`src/rtl/sched_pkg.sv`:
```
// sched_pkg: shared types, defaults and helpers for the inertial event scheduler
package sched_pkg;
  typedef enum logic {IDLE = 1'b0, PEND = 1'b1} state_e;
  localparam int DW_DEF = 8;
  localparam int VCW_DEF = 16;
  // Saturating increment of the low w bits of v
  function automatic logic [31:0] sat_inc(input logic [31:0] v, input int w);
    logic [31:0] m;
    m = ~(32'hFFFF_FFFF << w);
    return ((v & m) == m) ? v : v + 32'd1;
  endfunction
endpackage

```
`src/rtl/inertial_event_sched_if.sv`:
```
// inertial_event_sched_if: stimulus/response bundle between drivers and the scheduler
interface inertial_event_sched_if #(
  parameter int NCH = 4,
  parameter int DW = 8,
  parameter int VCW = 16
);
  logic tick_i;
  logic [NCH-1:0] in_i;
  logic [NCH*DW-1:0] rise_dly_i;
  logic [NCH*DW-1:0] fall_dly_i;
  logic [NCH-1:0] out_o;
  logic [NCH-1:0] pending_o;
  logic [NCH-1:0] unstable_o;
  logic next_valid_o;
  logic [DW-1:0] next_dly_o;
  logic [VCW-1:0] vac_cnt_o;
  modport master (
    output tick_i, in_i, rise_dly_i, fall_dly_i,
    input out_o, pending_o, unstable_o, next_valid_o, next_dly_o, vac_cnt_o
  );
  modport slave (
    input tick_i, in_i, rise_dly_i, fall_dly_i,
    output out_o, pending_o, unstable_o, next_valid_o, next_dly_o, vac_cnt_o
  );
endinterface

```
`src/rtl/min_tree.sv`:
```
// min_tree: combinational masked-minimum reduction, recursive halving for log2 depth
module min_tree #(
  parameter int N = 4,
  parameter int W = 8
) (
  input  logic [N-1:0]   vld_i,
  input  logic [N*W-1:0] val_i,
  output logic           vld_o,
  output logic [W-1:0]   val_o
);
  if (N == 1) begin : g_leaf
    assign vld_o = vld_i[0];
    assign val_o = vld_i[0] ? val_i : '0;
  end else begin : g_node
    localparam int L = N / 2;
    logic lv, hv;
    logic [W-1:0] lval, hval;
    min_tree #(.N(L), .W(W)) u_lo (
      .vld_i(vld_i[L-1:0]), .val_i(val_i[L*W-1:0]), .vld_o(lv), .val_o(lval)
    );
    min_tree #(.N(N-L), .W(W)) u_hi (
      .vld_i(vld_i[N-1:L]), .val_i(val_i[N*W-1:L*W]), .vld_o(hv), .val_o(hval)
    );
    // Invalid halves present zero, so an all-idle subtree reduces to 0
    assign vld_o = lv | hv;
    assign val_o = !hv ? lval : !lv ? hval : (lval <= hval) ? lval : hval;
  end
endmodule

```
`src/rtl/inertial_event_sched.sv`:
```
// inertial_event_sched: per-channel rise/fall delayed-event scheduler with next-event query
module inertial_event_sched
  import sched_pkg::*;
#(
  parameter int NCH = 4,
  parameter int DW = DW_DEF,
  parameter bit CANCEL = 1'b1,
  parameter bit RESET_VAL = 1'b0,
  parameter int VCW = VCW_DEF
) (
  input logic clk,
  input logic rst,
  inertial_event_sched_if.slave bus
);
  logic [NCH-1:0] pend_v, cancel_v;
  logic [NCH*DW-1:0] cnt_v;
  logic [VCW-1:0] vac_q, vac_d;
  logic tree_vld, nv_q;
  logic [DW-1:0] tree_val, nd_q;
  for (genvar c = 0; c < NCH; c++) begin : g_ch
    state_e state_q, state_d;
    logic [DW-1:0] cnt_q, cnt_d, dly;
    logic tgt_q, tgt_d, out_q, out_d, rev_q, unst_q, fire, rev, cancel;
    assign dly = bus.in_i[c] ? bus.rise_dly_i[c*DW +: DW] : bus.fall_dly_i[c*DW +: DW];
    assign fire = (state_q == PEND) && bus.tick_i && (cnt_q == DW'(1));
    assign rev = (state_q == PEND) && (bus.in_i[c] != tgt_q);
    always_ff @(posedge clk or posedge rst) begin
      if (rst) begin
        state_q <= IDLE;
        cnt_q <= '0;
        tgt_q <= RESET_VAL;
        out_q <= RESET_VAL;
        rev_q <= 1'b0;
        unst_q <= 1'b0;
      end else begin
        state_q <= state_d;
        cnt_q <= cnt_d;
        tgt_q <= tgt_d;
        out_q <= out_d;
        rev_q <= rev;
        unst_q <= rev & ~rev_q & ~fire;
      end
    end
    // Fire beats a same-cycle reversal; a zero delay still waits one tick
    always_comb begin
      state_d = state_q;
      cnt_d = cnt_q;
      tgt_d = tgt_q;
      out_d = out_q;
      cancel = 1'b0;
      if (state_q == IDLE) begin
        if (bus.in_i[c] != out_q) begin
          state_d = PEND;
          tgt_d = bus.in_i[c];
          cnt_d = (dly == '0) ? DW'(1) : dly;
        end
      end else if (fire) begin
        state_d = IDLE;
        out_d = tgt_q;
        cnt_d = '0;
      end else if (rev && CANCEL) begin
        state_d = IDLE;
        cnt_d = '0;
        cancel = 1'b1;
      end else if (bus.tick_i) begin
        cnt_d = cnt_q - DW'(1);
      end
    end
    assign pend_v[c] = (state_q == PEND);
    assign cancel_v[c] = cancel;
    assign cnt_v[c*DW +: DW] = cnt_q;
    assign bus.out_o[c] = out_q;
    assign bus.pending_o[c] = pend_v[c];
    assign bus.unstable_o[c] = unst_q;
  end
  always_comb begin
    vac_d = vac_q;
    for (int c = 0; c < NCH; c++)
      if (cancel_v[c]) vac_d = VCW'(sat_inc(32'(vac_d), VCW));
  end
  min_tree #(.N(NCH), .W(DW)) u_min (
    .vld_i(pend_v), .val_i(cnt_v), .vld_o(tree_vld), .val_o(tree_val)
  );
  always_ff @(posedge clk or posedge rst) begin
    if (rst) begin
      vac_q <= '0;
      nv_q <= 1'b0;
      nd_q <= '0;
    end else begin
      vac_q <= vac_d;
      nv_q <= tree_vld;
      nd_q <= tree_val;
    end
  end
  assign bus.vac_cnt_o = vac_q;
  assign bus.next_valid_o = nv_q;
  assign bus.next_dly_o = nd_q;
endmodule

```
`src/flat_wrapper.sv`:
```
// flat-port wrapper written by rule: the top's interface ports become plain ports
module inertial_event_sched_flat import sched_pkg::*;
#(
  parameter int NCH = 4,
  parameter int DW = DW_DEF,
  parameter bit CANCEL = 1'b1,
  parameter bit RESET_VAL = 1'b0,
  parameter int VCW = VCW_DEF
)
  (clk, rst, bus_tick_i, bus_in_i, bus_rise_dly_i, bus_fall_dly_i, bus_out_o, bus_pending_o, bus_unstable_o, bus_next_valid_o, bus_next_dly_o, bus_vac_cnt_o);
  inertial_event_sched_if #(.NCH(NCH), .DW(DW), .VCW(VCW)) bus_i ();
  input logic clk;
  input logic rst;
  input wire logic [$bits(bus_i.tick_i)-1:0] bus_tick_i;
  input wire logic [$bits(bus_i.in_i)-1:0] bus_in_i;
  input wire logic [$bits(bus_i.rise_dly_i)-1:0] bus_rise_dly_i;
  input wire logic [$bits(bus_i.fall_dly_i)-1:0] bus_fall_dly_i;
  output wire logic [$bits(bus_i.out_o)-1:0] bus_out_o;
  output wire logic [$bits(bus_i.pending_o)-1:0] bus_pending_o;
  output wire logic [$bits(bus_i.unstable_o)-1:0] bus_unstable_o;
  output wire logic [$bits(bus_i.next_valid_o)-1:0] bus_next_valid_o;
  output wire logic [$bits(bus_i.next_dly_o)-1:0] bus_next_dly_o;
  output wire logic [$bits(bus_i.vac_cnt_o)-1:0] bus_vac_cnt_o;
  assign bus_i.tick_i = bus_tick_i;
  assign bus_i.in_i = bus_in_i;
  assign bus_i.rise_dly_i = bus_rise_dly_i;
  assign bus_i.fall_dly_i = bus_fall_dly_i;
  assign bus_out_o = bus_i.out_o;
  assign bus_pending_o = bus_i.pending_o;
  assign bus_unstable_o = bus_i.unstable_o;
  assign bus_next_valid_o = bus_i.next_valid_o;
  assign bus_next_dly_o = bus_i.next_dly_o;
  assign bus_vac_cnt_o = bus_i.vac_cnt_o;
  inertial_event_sched #(.NCH(NCH), .DW(DW), .CANCEL(CANCEL), .RESET_VAL(RESET_VAL), .VCW(VCW)) u_core (.clk(clk), .rst(rst), .bus(bus_i));
endmodule
```
`config.mk`:
```
export PLATFORM = sky130hd
export DESIGN_NAME = inertial_event_sched_flat
export DESIGN_NICKNAME = d
export VERILOG_FILES = /design/src/rtl/sched_pkg.sv /design/src/rtl/inertial_event_sched_if.sv /design/src/rtl/min_tree.sv /design/src/rtl/inertial_event_sched.sv /design/src/flat_wrapper.sv
export SDC_FILE = /design/constraint.sdc
export NUM_CORES = 1
export LEC_CHECK = 0
export ABC_AREA = 0
export CAP_MARGIN = 20
export CORE_MARGIN = 1
export CORE_UTILIZATION = 40
export DETAILED_ROUTE_END_ITERATION = 8
export SLEW_MARGIN = 40
export SYNTH_ARGS = -nofsm -noshare
export SYNTH_HDL_FRONTEND = slang
export SYNTH_SLANG_ARGS = --single-unit
```
`constraint.sdc`:
```
create_clock -name clk -period 8.1 [get_ports clk]
set_input_delay 0.81 -clock clk [delete_from_list [all_inputs] [get_ports clk]]
set_output_delay 0.81 -clock clk [all_outputs]
set_load 0.01 [all_outputs]
```
Word level (Yosys, flattened, before mapping) --
Cells that the tools add are included.
Storage, ports and cells: output and inout bits 37, register bits 77, input bits 71
Cells by class: $add $sub $neg 8, $lt $le $gt $ge 3, equal/unequal tests 20, reduce and logical (&&, ||, !) cells 32, muxes and demuxes 77, bitwise logic cells 23
Operators by type and width (number):
- 8-bit 2-to-1 mux | 41
- 16-bit 2-to-1 mux | 8
- 16-bit by 1-bit adder with 16-bit output (second input constant) | 4
- 16-bit equality test (second input constant) | 4
- 8-bit by 1-bit equality test with 1-bit output (second input constant) | 4
- 8-bit zero test | 4
- 8-bit by 1-bit subtractor with 8-bit output (second input constant) | 4
- 1-bit 2-to-1 mux | 28
- 8-bit <= comparator | 3
- 2-bit AND reduction | 12
- 4-bit inequality test (second input constant) | 4
- 1-bit logical AND | 12
- 1-bit inverter | 12
- 1-bit AND | 8
- 1-bit inequality test | 8
- 2-bit nonzero test | 4
- 1-bit OR | 3

Logic depth before layout (Yosys ltp) --
depth after elaboration 15, gate-level depth with buffers 28, gate-level depth less buffers 25

Cells and area by module --
From an unflattened synthesis, not the netlist that was laid out.
Unflattened totals: cells, all modules 1001, area, all modules 8065.2 µm²
Modules (own cells, without submodules):
- inertial_event_sched | cells each 809, instances 1, sequential area each 1926.8 µm², area each 6536.3 µm²
- min_tree (u_core.u_min ...) | cells each 52, instances 3, sequential area each 0.0 µm², area each 432.9 µm²
- min_tree (u_core.u_min.g_node.u_hi.g_node.u_hi ...) | cells each 9, instances 4, sequential area each 0.0 µm², area each 57.6 µm²

Worst setup path before layout --
Ideal clock, no wire load.
path kind input port to flip-flop, start point input bus_tick_i, end point register u_core.vac_q[1], in the netlist u_core.bus.vac_cnt_o[1], required time 7.972 ns, cell stages on the path 26, arrival 6.805 ns, setup time 0.128 ns, slack 1.168 ns, path through nor4bb_1 > a211o_1 > buf_2 > clkbuf_1 > nor2_1 > xnor2_1 > inv_1 > ha_1 > inv_1 > a221oi_1 > nand2_1 > o21ai_2 > xnor2_1 > ha_1 > buf_1 > nand2b_1 > mux2_2 > or3_1 > buf_2 > o21ai_1 > xnor2_1 > ha_1 > o21a_1 > a21bo_2 > o41ai_4 > mux2_1
Between the ends: word-level cells in the longest chain between the ends 14, elaborated cells on any way between the ends 29
Ends and longest elaborated chain:
- from (decl) | line flat_wrapper.sv:14 | input wire logic [$bits(bus_i.tick_i)-1:0] bus_tick_i;
- 1-bit logical AND (2 in a row) | line inertial_event_sched.sv:25 | assign fire = (state_q == PEND) && bus.tick_i && (cnt_q == DW'(1));
- 1-bit 2-to-1 mux | line inertial_event_sched.sv:57 | end else if (fire) begin
- 1-bit 2-to-1 mux | line inertial_event_sched.sv:51 | if (state_q == IDLE) begin
- 16-bit 2-to-1 mux | line inertial_event_sched.sv:79 | if (cancel_v[c]) vac_d = VCW'(sat_inc(32'(vac_d), VCW));
- 16-bit by 1-bit adder with 16-bit output or 16-bit equality test (tied branches) | line sched_pkg.sv:10 | return ((v & m) == m) ? v : v + 32'd1;
- 16-bit 2-to-1 mux | line sched_pkg.sv:10
- 16-bit 2-to-1 mux | line inertial_event_sched.sv:79
- 16-bit by 1-bit adder with 16-bit output or 16-bit equality test (tied branches) | line sched_pkg.sv:10
- 16-bit 2-to-1 mux | line sched_pkg.sv:10
- 16-bit 2-to-1 mux | line inertial_event_sched.sv:79
- 16-bit by 1-bit adder with 16-bit output or 16-bit equality test (tied branches) | line sched_pkg.sv:10
- 16-bit 2-to-1 mux | line sched_pkg.sv:10
- 16-bit 2-to-1 mux * | line inertial_event_sched.sv:79
- via u_core.vac_d[1] | line inertial_event_sched.sv:17 | logic [VCW-1:0] vac_q, vac_d;
- to (signal assigned) | line inertial_event_sched.sv:90 | vac_q <= vac_d;
- to (decl) | line inertial_event_sched.sv:17
The timed path passes the listed nets; every way through them passes the cells marked *. A chain may end at the register's enable or synchronous reset.

Worst setup path after layout --
Same ends and word-level chain as after synthesis.

==> results.toml <==
[logic_synthesis]
synth_edf_count = 0
synthAdderAreaFrac_pct = 5.69
yosysUniqueCellTypes = 75
synth_nets = 1135
synth_xor_area_share_pct = 4.32
ys_seq_elements = 77
avgSynthCellArea_um2 = 7.69
synth-seq-area-share_pct = 24.4
async_reset_ff_share_pct = 100
muxShareOfSynthArea_pct = 8.10
synthSimpleGateAreaFrac_pct = 26.1
syn_inst = 1028
synth_area_leaders = "dfrtp_1 24%, mux2i_1 5.8%, ha_1 5.7%"
synth_compound_area_share_pct = 26.2
synth_top_area_cell = "dfrtp_1"
yosys_warnings = 0
synth_ff_type = "dfrtp_1"
synth_top_area_share_pct = 24.4
synth_top_family_by_area = "compound AO/OA/AOI/OAI gates"
netlist_area_um2 = 7910

[finish]
final_cell_mix = "108 x nor2_1, 107 x clkdlybuf4s50_1, 81 x o21ai_0"
drive_gt1_share_pct = 6.99
fin_util_pct = 48.9
area_delta_synth_final_pct = 20.0
nNetsFinal = 1205
n_antenna_cell = 0
layout_commonest_cell = "nor2_1"

[clock_tree]
clockRootBuffer = "clkbuf_16"
cts.reportedPaths.clkPinSlew_ns = 0.06
cts_buffers = 9
clk_path_buf_depth = 2
htree_levels = 3
clk_latency_ns = 0.35
ctsHoldBuffers = 0
clock_sinks = 77
cts_tree = "done"

[timing]
rsz0062_at_grt = "no"
fin_crit_ns = 7.37
finalMaxSlewViolations = 0
tns_ns = 0
fin_crit_sh_pct = 91.0
fin_ws_ns = 0.732
worst_slew_pin_slew_ns = 0.856
setup_viol = 0
whs_ns = 0.396
clock_skew_ns = 0.0110
relSlewSlack_pct = 42.5
hold_viol = 0
fmax_ghz = 0.136

[grt]
grt_pass1_wl_mm = 39.3
grt_usage_pct = 24.5
antenna_found_initial = 0
grt_max_degree = 48
grt_overflow = 0
grt_pass1_vias = 7645

[routing]
drc = 0
routed_wl_mm = 24.2
detail_route.first_pass.iterations = 5
vias = 8221
viasPerCell = 6.01
avgRoutedWirePerCell_um = 17.7
final_antenna_net_count = 0
drtIter0Drc = 569

[setup_path]
required_ns = 8.32
crit_path_end_kind = "flip-flop"
critical_path_arrival_ns = 7.59
r2r_cells = 19
r2r_setup_slack_ns = 0.92
startpoint_type = "input pin"
path_max_fanout = 18
r2r_start = "u_core.bus.vac_cnt_o[0]$_DFF_PP0_"
reg2reg_to = "u_core.bus.vac_cnt_o[1]$_DFF_PP0_"
critical_path_class = "in -> reg"

[placement]
hpwlAfterDp_mm = 18.8
buffer_ports.inserted = 107
gp_congestion = 0.879
dpl_worst_slack_ns = 0.280

[floorplan]
initial_core_util_pct = 40.8
core_area_um2 = 19400
rows = 51
die_area_um2 = 20300
die_h_um = 143
io_pins = 108
die_w_um = 143

[flow_run]
cap_violations = 0

[power_and_ir_drop]
power.density_nw_per_um2 = 404
ir_worst_vdd_v = 0.000240
power_mw = 3.83
leakage_nw = 3.74

[hold_path]
min_to = "u_core.g_ch[2].unst_q$_DFF_PP0_"
hold_path_depth = 1
hold_path_startpoint = "u_core.g_ch[2].rev_q$_DFF_PP0_"
hp-class = "reg -> reg"

[status]
status = "completed"
==> worst max-delay path by stage <==
stage | start | slack [ns] | endpoint
2_1_floorplan | bus_tick_i | 1.17 | u_core.bus.vac_cnt_o[1]$_DFF_PP0_
3_3_place_gp | bus_tick_i | 0.50 | u_core.bus.vac_cnt_o[1]$_DFF_PP0_
3_5_place_dp | bus_tick_i | 0.28 | u_core.bus.vac_cnt_o[1]$_DFF_PP0_
4_1_cts | bus_tick_i | 0.60 | u_core.bus.vac_cnt_o[1]$_DFF_PP0_
5_1_grt | bus_tick_i | 0.26 | u_core.bus.vac_cnt_o[1]$_DFF_PP0_
6_report | bus_tick_i | 0.73 | u_core.bus.vac_cnt_o[1]$_DFF_PP0_
==> stage by stage <==
step / cells / cell area [um2]
2_1_floorplan: 1028 / 7910
3_3_place_gp: 1352 / 9130
3_5_place_dp: 1352 / 9160
4_1_cts: 1367 / 9490
5_1_grt: 1367 / 9490
6_report: 1367 / 9490
==> state kept, by name (all words and copies together), names as in the netlist <==
register                 cells
u_core.bus.next_dly_o        8
u_core.bus.next_valid_o      1
u_core.bus.vac_cnt_o        16
u_core.g_ch.cnt_q           32
u_core.g_ch.out_q            4
u_core.g_ch.rev_q            4
u_core.g_ch.state_q          4
u_core.g_ch.tgt_q            4
u_core.g_ch.unst_q           4
==> cells in the mapped netlist, drive strengths merged (16+ instances only) <==
cell type / instances
a211oi: 16
a21oi: 77
a31oi: 26
and2: 25
buf: 27
clkbuf: 35
dfrtp: 77
ha: 36
inv: 33
mux2: 16
mux2i: 46
nand2: 79
nand2b: 20
nand3: 24
nand4: 18
nor2: 108
nor3: 27
nor4: 27
o21ai: 85
xnor2: 28
==> area by class of cell <==
class	count	area, um2
clock buffers	10	229
clock inverters	5	100
fillers	1973	9900
well taps	265	332
inverters	33	125
multi-input cells	856	5600
repair buffers	121	1180
flip-flops and latches	77	1930
==> kinds of logic after synthesis <==
kind of cell | after synthesis
DFF | 77
and+or+nand+nor | 401
buffers and inverters | 95
AOI/OAI and AO/OA | 318
adders and majority gates | 36
xor gates and xnor gates | 39
muxes | 62
==> where the power goes <==
part | internal, mW | switching (mW)
Sequential | 0.569 | 0.303
Clock | 0.298 | 0.165
Combinational | 1.02 | 1.48
==> metal layers <==
metal / global-route usage [%] / routed length [um] / up-vias
met5: 0 / 0 / -
met4: 11.3 / 826 / 0
met3: 2.25 / 986 / 35
met2: 40.7 / 11300 / 232
met1: 32.2 / 11100 / 3958
li1: - / - / 3996
==> what timing repair did <==
| action | CTS | global route |
|---|---|---|
| resized for setup | 0 | 1 |
| endpoints found under the hold margin | 0 | 0 |
| setup buffers | 0 | 0 |
| endpoints found under the setup margin | 0 | 1 |
==> worst max-delay path: stages <==
cell and delay (ns):
clkdlybuf4s50_1 0.58, nor4bb_1 0.47, a211o_2 0.41, nor2_1 0.21
xnor2_1 0.18, inv_1 0.12, ha_1 0.20, inv_1 0.06
a221oi_1 0.30, nand2_1 0.14, o21ai_2 0.37, xnor2_1 0.25
ha_1 0.41, nand2b_1 0.09, mux2_2 0.33, or3_1 0.49
o21ai_1 0.40, xnor2_1 0.22, ha_1 0.25, o21a_1 0.25
a21bo_2 0.32, o41ai_4 0.39, mux2_1 0.35
Note: power is estimated with default switching activity, not from simulation.
